[config.mk]
export PLATFORM = sky130hd
export DESIGN_NAME = player_buzzer_arbiter
export DESIGN_NICKNAME = d
export VERILOG_FILES = /design/src/rtl/player_buzzer_arbiter.sv
export SDC_FILE = /design/constraint.sdc
export NUM_CORES = 1
export LEC_CHECK = 0
export ABC_AREA = 1
export CORE_MARGIN = 2
export CORE_UTILIZATION = 25
export DETAILED_ROUTE_END_ITERATION = 8
export GPL_TIMING_DRIVEN = 0
export SYNTH_ARGS = -nofsm -noshare
export SYNTH_HDL_FRONTEND = slang
export SYNTH_SLANG_ARGS = --single-unit
[constraint.sdc]
create_clock -name clk -period 3.45 [get_ports clk]
set_input_delay 0.5175 -clock clk [delete_from_list [all_inputs] [get_ports clk]]
set_output_delay 0.5175 -clock clk [all_outputs]
set_load 0.02 [all_outputs]
[src/rtl/player_buzzer_arbiter.sv]
// Player buzzer front end: synchronizes the four buzzer buttons and the
// answer switches, debounces the buttons, and latches the first player to
// buzz until software clears the capture.
// Optional build macro REPEAT_LOCKOUT_EN: blocks a player who has just been
// serviced from capturing again until someone else wins a round.
module player_buzzer_arbiter #(
  parameter int DEBOUNCE_CYCLES = 500000,
  parameter int NUM_SW          = 8
) (
  input  logic              clk,
  input  logic              rst,
  input  logic [3:0]        buttonsRaw,
  input  logic [NUM_SW-1:0] switchRaw,
  input  logic              gameHasStarted,
  input  logic              clearFlag,
  output logic              playerInputFlag,
  output logic [1:0]        firstPlayerFlag,
  output logic              allButtons,
  output logic [NUM_SW-1:0] switchInput
);

  localparam int CNT_W = ($clog2(DEBOUNCE_CYCLES) > 1) ? $clog2(DEBOUNCE_CYCLES) : 1;
  localparam logic [CNT_W-1:0] CNT_LAST = CNT_W'(DEBOUNCE_CYCLES - 1);

  localparam logic [1:0] S_IDLE    = 2'd0;
  localparam logic [1:0] S_ARMED   = 2'd1;
  localparam logic [1:0] S_LOCKED  = 2'd2;
  localparam logic [1:0] S_RELEASE = 2'd3;

  logic [3:0]        r_btn_s1;
  logic [3:0]        r_btn_s2;
  logic [NUM_SW-1:0] r_sw_s1;
  logic [NUM_SW-1:0] r_sw_s2;
  logic [CNT_W-1:0]  r_cnt [4];
  logic [3:0]        r_deb;
  logic [3:0]        r_deb_d;
  logic              r_all;
  logic [1:0]        r_state;
  logic              r_pif;
  logic [1:0]        r_fpf;
  logic [3:0]        w_rise;
  logic [3:0]        w_rise_eff;
  logic [1:0]        w_win;

  // Two-flop synchronizers for buttons and switches
  always_ff @(posedge clk) begin
    if (rst) begin
      r_btn_s1 <= '0;
      r_btn_s2 <= '0;
      r_sw_s1  <= '0;
      r_sw_s2  <= '0;
    end else begin
      r_btn_s1 <= buttonsRaw;
      r_btn_s2 <= r_btn_s1;
      r_sw_s1  <= switchRaw;
      r_sw_s2  <= r_sw_s1;
    end
  end

  // Per-button debounce: level flips only after a full run of disagreement
  always_ff @(posedge clk) begin
    if (rst) begin
      for (int i = 0; i < 4; i++) r_cnt[i] <= '0;
      r_deb   <= '0;
      r_deb_d <= '0;
      r_all   <= 1'b0;
    end else begin
      for (int i = 0; i < 4; i++) begin
        if (r_btn_s2[i] == r_deb[i]) begin
          r_cnt[i] <= '0;
        end else if (r_cnt[i] == CNT_LAST) begin
          r_deb[i] <= ~r_deb[i];
          r_cnt[i] <= '0;
        end else begin
          r_cnt[i] <= r_cnt[i] + 1'b1;
        end
      end
      r_deb_d <= r_deb;
      r_all   <= &r_deb;
    end
  end

  assign w_rise = r_deb & ~r_deb_d;

`ifdef REPEAT_LOCKOUT_EN
  logic [3:0] r_mask;

  // Lockout mask: remembers retired winners until a different player wins
  always_ff @(posedge clk) begin
    if (rst) begin
      r_mask <= '0;
    end else if (!gameHasStarted) begin
      r_mask <= '0;
    end else if ((r_state == S_ARMED) && (|w_rise_eff)) begin
      r_mask <= '0;
    end else if ((r_state == S_LOCKED) && clearFlag) begin
      r_mask[r_fpf] <= 1'b1;
    end
  end

  assign w_rise_eff = w_rise & ~r_mask;
`else
  assign w_rise_eff = w_rise;
`endif

  // Fixed priority: lowest player index wins simultaneous rises
  always_comb begin
    w_win = 2'd0;
    for (int i = 3; i >= 0; i--) begin
      if (w_rise_eff[i]) w_win = 2'(i);
    end
  end

  // Arbitration FSM: arm, capture first rise, hold until cleared, wait for release
  always_ff @(posedge clk) begin
    if (rst) begin
      r_state <= S_IDLE;
      r_pif   <= 1'b0;
      r_fpf   <= 2'd0;
    end else if (!gameHasStarted) begin
      r_state <= S_IDLE;
      r_pif   <= 1'b0;
    end else begin
      case (r_state)
        S_IDLE: r_state <= S_ARMED;
        S_ARMED: begin
          if (|w_rise_eff) begin
            r_fpf   <= w_win;
            r_pif   <= 1'b1;
            r_state <= S_LOCKED;
          end
        end
        S_LOCKED: begin
          if (clearFlag) begin
            r_pif   <= 1'b0;
            r_state <= (|r_deb) ? S_RELEASE : S_ARMED;
          end
        end
        S_RELEASE: begin
          if (r_deb == 4'd0) r_state <= S_ARMED;
        end
        default: r_state <= S_IDLE;
      endcase
    end
  end

  assign playerInputFlag = r_pif;
  assign firstPlayerFlag = r_fpf;
  assign allButtons      = r_all;
  assign switchInput     = r_sw_s2;

endmodule
; Word level (Yosys, flattened, before mapping)
; Memory sizes are Yosys's and may differ from the RTL's.
; Index checks and enable logic that the tools add are counted.
[totals]
reg_bits = 38
mem_bits_rw = 76
inputBits = 16
out_inout_bits = 12
word_cells = 139
memories = 1
[op_classes]
n_addsub = 4
n_eq_ne = 14
muxes = 70
bitwise = 23
reduce_logical = 14
[mem_list]
columns = memory, depth, width, rd, rd_clocked_by_memory_dff, write_ports, line
row1 = r_cnt, 4, 19, 4, 0, 4, 34  ; logic [CNT_W-1:0] r_cnt [4];
[op_table]
columns = cell, count
row1 = $mux 19, 12
row2 = $add 19x1->19 const B, 4
row3 = $eq 19x19->1 const B, 4
row4 = $mux 1, 48
row5 = $mux 2, 8
row6 = $or 1x1->1, 12
row7 = $not 1->1, 9
row8 = $reduce_and 3->1, 3
row9 = $pmux 2 s4, 1
row10 = $reduce_and 2->1, 4
row11 = $reduce_or 4->1, 2
row12 = $ne 2x2->1 const B, 3
row13 = $and 4x4->4, 1
row14 = $eq 1x1->1, 4
row15 = $eq 2x2->1 const B, 2
row16 = $logic_not 4->1, 1
row17 = $not 4->4, 1
row18 = $reduce_and 4->1, 1
row19 = $eq 2x1->1 const B, 1
row20 = $logic_not 2->1, 1
row21 = $pmux 1 s2, 1
row22 = $reduce_bool 2->1, 1
row23 = $reduce_or 2->1, 1

; Longest topological paths before layout
[logic_depth]
ltp_word = 7
depth_mapped = 9
ltp_nobuf = 9

; Least setup slack after synthesis
; Ideal clock, no wire load.
[synth_path]
path_kind = register to register
start = mem r_cnt[1][0] in the netlist's numbering
end = mem r_cnt[1][11] in the netlist's numbering, data pin
setup_time_ns = 0.254
arrival_ns = 1.382
t_required_ns = 3.196
path_slack_ns = 1.813
path_stages_with_launch = 7
path_cell_list = edfxtp_1 > ha_1 > nand3_2 > nand3b_2 > nand2_4 > buf_12 > nor2_1
[synth_lines]
columns = item, line
row1 = "start, declared", 34

==> impl_metrics.yaml <==
yosys:
  synth_top_cell_area_share_pct: 37.64
  synth_enable_flop_cells: 76
  post_synthesis_register_bit_count: 114
  ys_top_cells_by_area: "sky130_fd_sc_hd__edfxtp_1 (38%), sky130_fd_sc_hd__dfxtp_1 (13%), sky130_fd_sc_hd__nand2_1 (10%), sky130_fd_sc_hd__nor2_1 (9.7%), sky130_fd_sc_hd__inv_1 (6.7%)"
  synth_area_leader_cell: "sky130_fd_sc_hd__edfxtp_1"
  netlist-cell-type-count: 40
  postSynth.topFlopCell: "sky130_fd_sc_hd__edfxtp_1"
  seq_area_frac_synth_pct: 50.19
  warning_count_from_the_yosys_run: 0
  mappedNetlistArea_sq_um: 6063
  average_instance_area_after_synthesis_sq_um: 8.084
  synthCells: 750
  async_s_r_ff_share_synth_pct: 0
setup_path:
  worstSetupPathType: "register to register"
  cp_data_required_time_ns: 3.63
  worstSetupStartpoint: "r_cnt[1][0]$_SDFFCE_PN0P_"
  worstSetupStartpointType: "register"
  arrival_ns: 2.06
  timing.rr.start: "r_cnt[1][0]$_SDFFCE_PN0P_"
  crit_end: "r_cnt[1][18]$_SDFFCE_PN0P_"
  setup.worst_path.end_class: "register"
  critPathMaxFanout: 10
  ff_to_ff_end: "r_cnt[1][18]$_SDFFCE_PN0P_"
  regToRegSetupSlack_ns: 1.57
  timing.reg2reg.worst_path_depth: 6
route:
  dr.pass1.iters: 5
  postRouteWirelength_um: 11410
  wire_per_inst_um: 9.481
  initialDrtViolationCount: 221
  number_of_remaining_drc_errors: 0
  viasPerCell: 4.017
  total_vias_in_the_final_route: 4832
  final_antenna_net_count: 0
clocking:
  clk_pin_slew_ns: 0.06
  cts_htree_levels: 4
  clock-sinks: 114
  post_cts_hold_buffer_count: 0
  cts.path.max_buffers: 2
  cts_buffers: 17
  clk-insertion-delay-late_ns: 0.42
  cts_tree: "done"
  post_cts_setup_buffer_count: 0
  post_cts_resize_count: 0
  root_buffer: "sky130_fd_sc_hd__clkbuf_16"
floorplanning:
  rows: 56
  chipWidth_um: 159.7
  start_util_pct: 25.68
  design.die.area_sq_um: 25520
  num_io_pins: 28
  die_height_um: 159.7
  fp.coreArea_sq_um: 23610
place:
  portBuffers: 27
  place.detailed.hpwl_um: 8480
  dpl_cell_area_sq_um: 7014
  place_congestion: 0.8165
grt:
  grt_pass1_vias: 4570
  busiest_layer: "met2"
  grt_start_max_net_pins: 17
  antenna_found_initial: 0
  grtUsageMet3_pct: 3.740
  grt_use_total_pct: 9.546
  grt_pass1_wl_um: 20000
  grtUsageMet2_pct: 14.94
  grt_overflow: 0
  globalRouteMet1Util_pct: 11.82
power_and_ir_drop:
  seqPwrFrac_pct: 45.3
  peakVddDrop_uv: 332.2
  leakage_power_figure_nw: 3.120
  p_comb_share_pct: 4.8
  cellInternalPower_mw: 2.646
  clkPwrFrac_pct: 49.9
  power.switching_fraction_pct: 22.93
  netSwitchingPower_mw: 0.7871
  power.density_nw_per_um2: 452.0
timing:
  tightestPinTransition_ns: 0.5503
  relSlewSlack_pct: 63.32
  final-max-slew-violation-count: 0
  finClkSkew_ns: 0.01055
  setup-tns-final_ns: 0
  fmaxAchievable_ghz: 0.5322
  setup_viol: 0
  final.min_clock_period_ns: 1.879
  count_of_final_hold_check_violations: 0
  setup_repair_after_global_routing_missed_its_margin: "no"
  min_period_over_period_pct: 54.47
final_layout:
  layout.area.seq_sq_um: 3043
  fin_area_sq_um: 7596
  finish.net_count: 895
  areaGrowthSynthToFinish_pct: 25.28
  drive_gt1_share_pct: 7.919
  multiInputGateArea_sq_um: 2830
  antenna-diode-count: 0
  fillCellCount: 2509
outcome:
  run_status: "complete, no violations"
hold_path:
  min_path_type: "register to register"
run:
  max_cap_violations: 0
-- worst max-delay path, stage by stage, from the launching register on --
cell and delay (ns):
sky130_fd_sc_hd__edfxtp_1 0.46, sky130_fd_sc_hd__ha_1 0.32, sky130_fd_sc_hd__nand3_2 0.17, sky130_fd_sc_hd__nand3b_2 0.30, sky130_fd_sc_hd__nand2_4 0.17, sky130_fd_sc_hd__buf_12 0.15
sky130_fd_sc_hd__a21oi_1 0.05
-- metrics by stage --
stage | total power, mW | worst slack, ns | instances | hold WS [ns] | util [%]
finish | 3.433 | 1.571 | 1203 | 0.3935 | 32.17
global route | 3.569 | 1.447 | 1203 | 0.4313 | 32.17
CTS | 3.477 | 1.524 | 1203 | 0.3992 | 32.17
detailed placement | 1.745 | 1.250 | 1171 | 0.3950 | 29.71
global placement | 1.743 | 1.257 | 1171 | 0.3917 | 29.71
floorplan | 1.686 | 1.813 | 825 | 0.3883 | -
-- routing by layer --
metal	share of wire [%]	vias to the layer above
met2	44	75
met5	0	-
met4	1.4	0
li1	-	2571
met3	5.1	15
met1	49	2171
-- logic make-up after synthesis --
family | Yosys count | share of synthesized area [%]
compound gates | 37 | 3.384
xor+xnor | 29 | 4.189
fa+ha+maj | 8 | 1.651
simple gates | 445 | 32.75
flops | 114 | 50.19
buf+inv | 116 | 7.779
other cells | 1 | 0.06185
-- sequential cells by signal, indices dropped and copies added (netlist names) --
signal	cells
allButtons	1
firstPlayerFlag	2
playerInputFlag	1
r_btn_s1	4
r_btn_s2	4
r_cnt	76
r_deb	4
r_deb_d	4
r_state	2
r_sw_s1	8
switchInput	8
-- worst min-delay path by stage --
stage                                start                         to  cells past startpoint
finish               r_sw_s1[2]$_SDFF_PP0_  switchInput[2]$_SDFF_PP0_                      2
global route        r_btn_s1[3]$_SDFF_PP0_     r_btn_s2[3]$_SDFF_PP0_                      2
CTS                  r_sw_s1[2]$_SDFF_PP0_  switchInput[2]$_SDFF_PP0_                      2
detailed placement   r_sw_s1[1]$_SDFF_PP0_  switchInput[1]$_SDFF_PP0_                      2
global placement     r_sw_s1[4]$_SDFF_PP0_  switchInput[4]$_SDFF_PP0_                      2
floorplan           r_btn_s1[0]$_SDFF_PP0_     r_btn_s2[0]$_SDFF_PP0_                      2
-- cells in the final DEF (no fill, tap or decap), types with 6 or more instances in the layout --
cell type and n:
sky130_fd_sc_hd__nand4_1 18, sky130_fd_sc_hd__inv_1 108, sky130_fd_sc_hd__nor2_2 11, sky130_fd_sc_hd__xor2_1 24
sky130_fd_sc_hd__clkdlybuf4s50_1 27, sky130_fd_sc_hd__conb_1 76, sky130_fd_sc_hd__nand3_2 6, sky130_fd_sc_hd__ha_1 8
sky130_fd_sc_hd__dfxtp_1 38, sky130_fd_sc_hd__nor2_1 157, sky130_fd_sc_hd__nand2_1 164, sky130_fd_sc_hd__clkbuf_16 18
sky130_fd_sc_hd__nor3_1 19, sky130_fd_sc_hd__edfxtp_1 76, sky130_fd_sc_hd__a21oi_1 26, sky130_fd_sc_hd__nand3_1 43
-- layout make-up --
type,count,share of cell area (%)
sequential,114,40.06
multi-input combinational,595,37.26
clock buffer,21,6.342
inverter,109,5.386
tap,319,5.254
timing repair buffer,27,3.558
clock inverter,11,1.318
buffer,7,0.8236
-- power groups by stage --
stage / combinational [mW] / clock, mW / sequential, mW
CTS: 0.163 / 1.76 / 1.56
detailed placement: 0.162 / 0 / 1.58
global placement: 0.161 / 0 / 1.58
floorplan: 0.112 / 0 / 1.57
global route: 0.189 / 1.82 / 1.56
finish: 0.163 / 1.71 / 1.56
-- cells in the mapped netlist (2+ instances only) --
cell type	count
sky130_fd_sc_hd__nand2_2	2
sky130_fd_sc_hd__nand2_1	164
sky130_fd_sc_hd__nand4_1	18
sky130_fd_sc_hd__inv_1	108
sky130_fd_sc_hd__edfxtp_1	76
sky130_fd_sc_hd__nor3_4	3
sky130_fd_sc_hd__xor2_1	24
sky130_fd_sc_hd__ha_1	8
sky130_fd_sc_hd__a21oi_1	26
sky130_fd_sc_hd__nor3_1	19
sky130_fd_sc_hd__or2_0	4
sky130_fd_sc_hd__buf_6	2
sky130_fd_sc_hd__a21oi_2	2
sky130_fd_sc_hd__nand3_2	6
sky130_fd_sc_hd__nand3b_1	5
sky130_fd_sc_hd__nor2_2	11
sky130_fd_sc_hd__or2_2	5
sky130_fd_sc_hd__o21a_1	2
sky130_fd_sc_hd__a31oi_1	2
sky130_fd_sc_hd__dfxtp_1	38
sky130_fd_sc_hd__nand3_1	43
sky130_fd_sc_hd__o21ai_0	3
sky130_fd_sc_hd__nor3_2	2
sky130_fd_sc_hd__xnor2_1	5
sky130_fd_sc_hd__nor2_1	157
(Power assumes the default switching activity.)
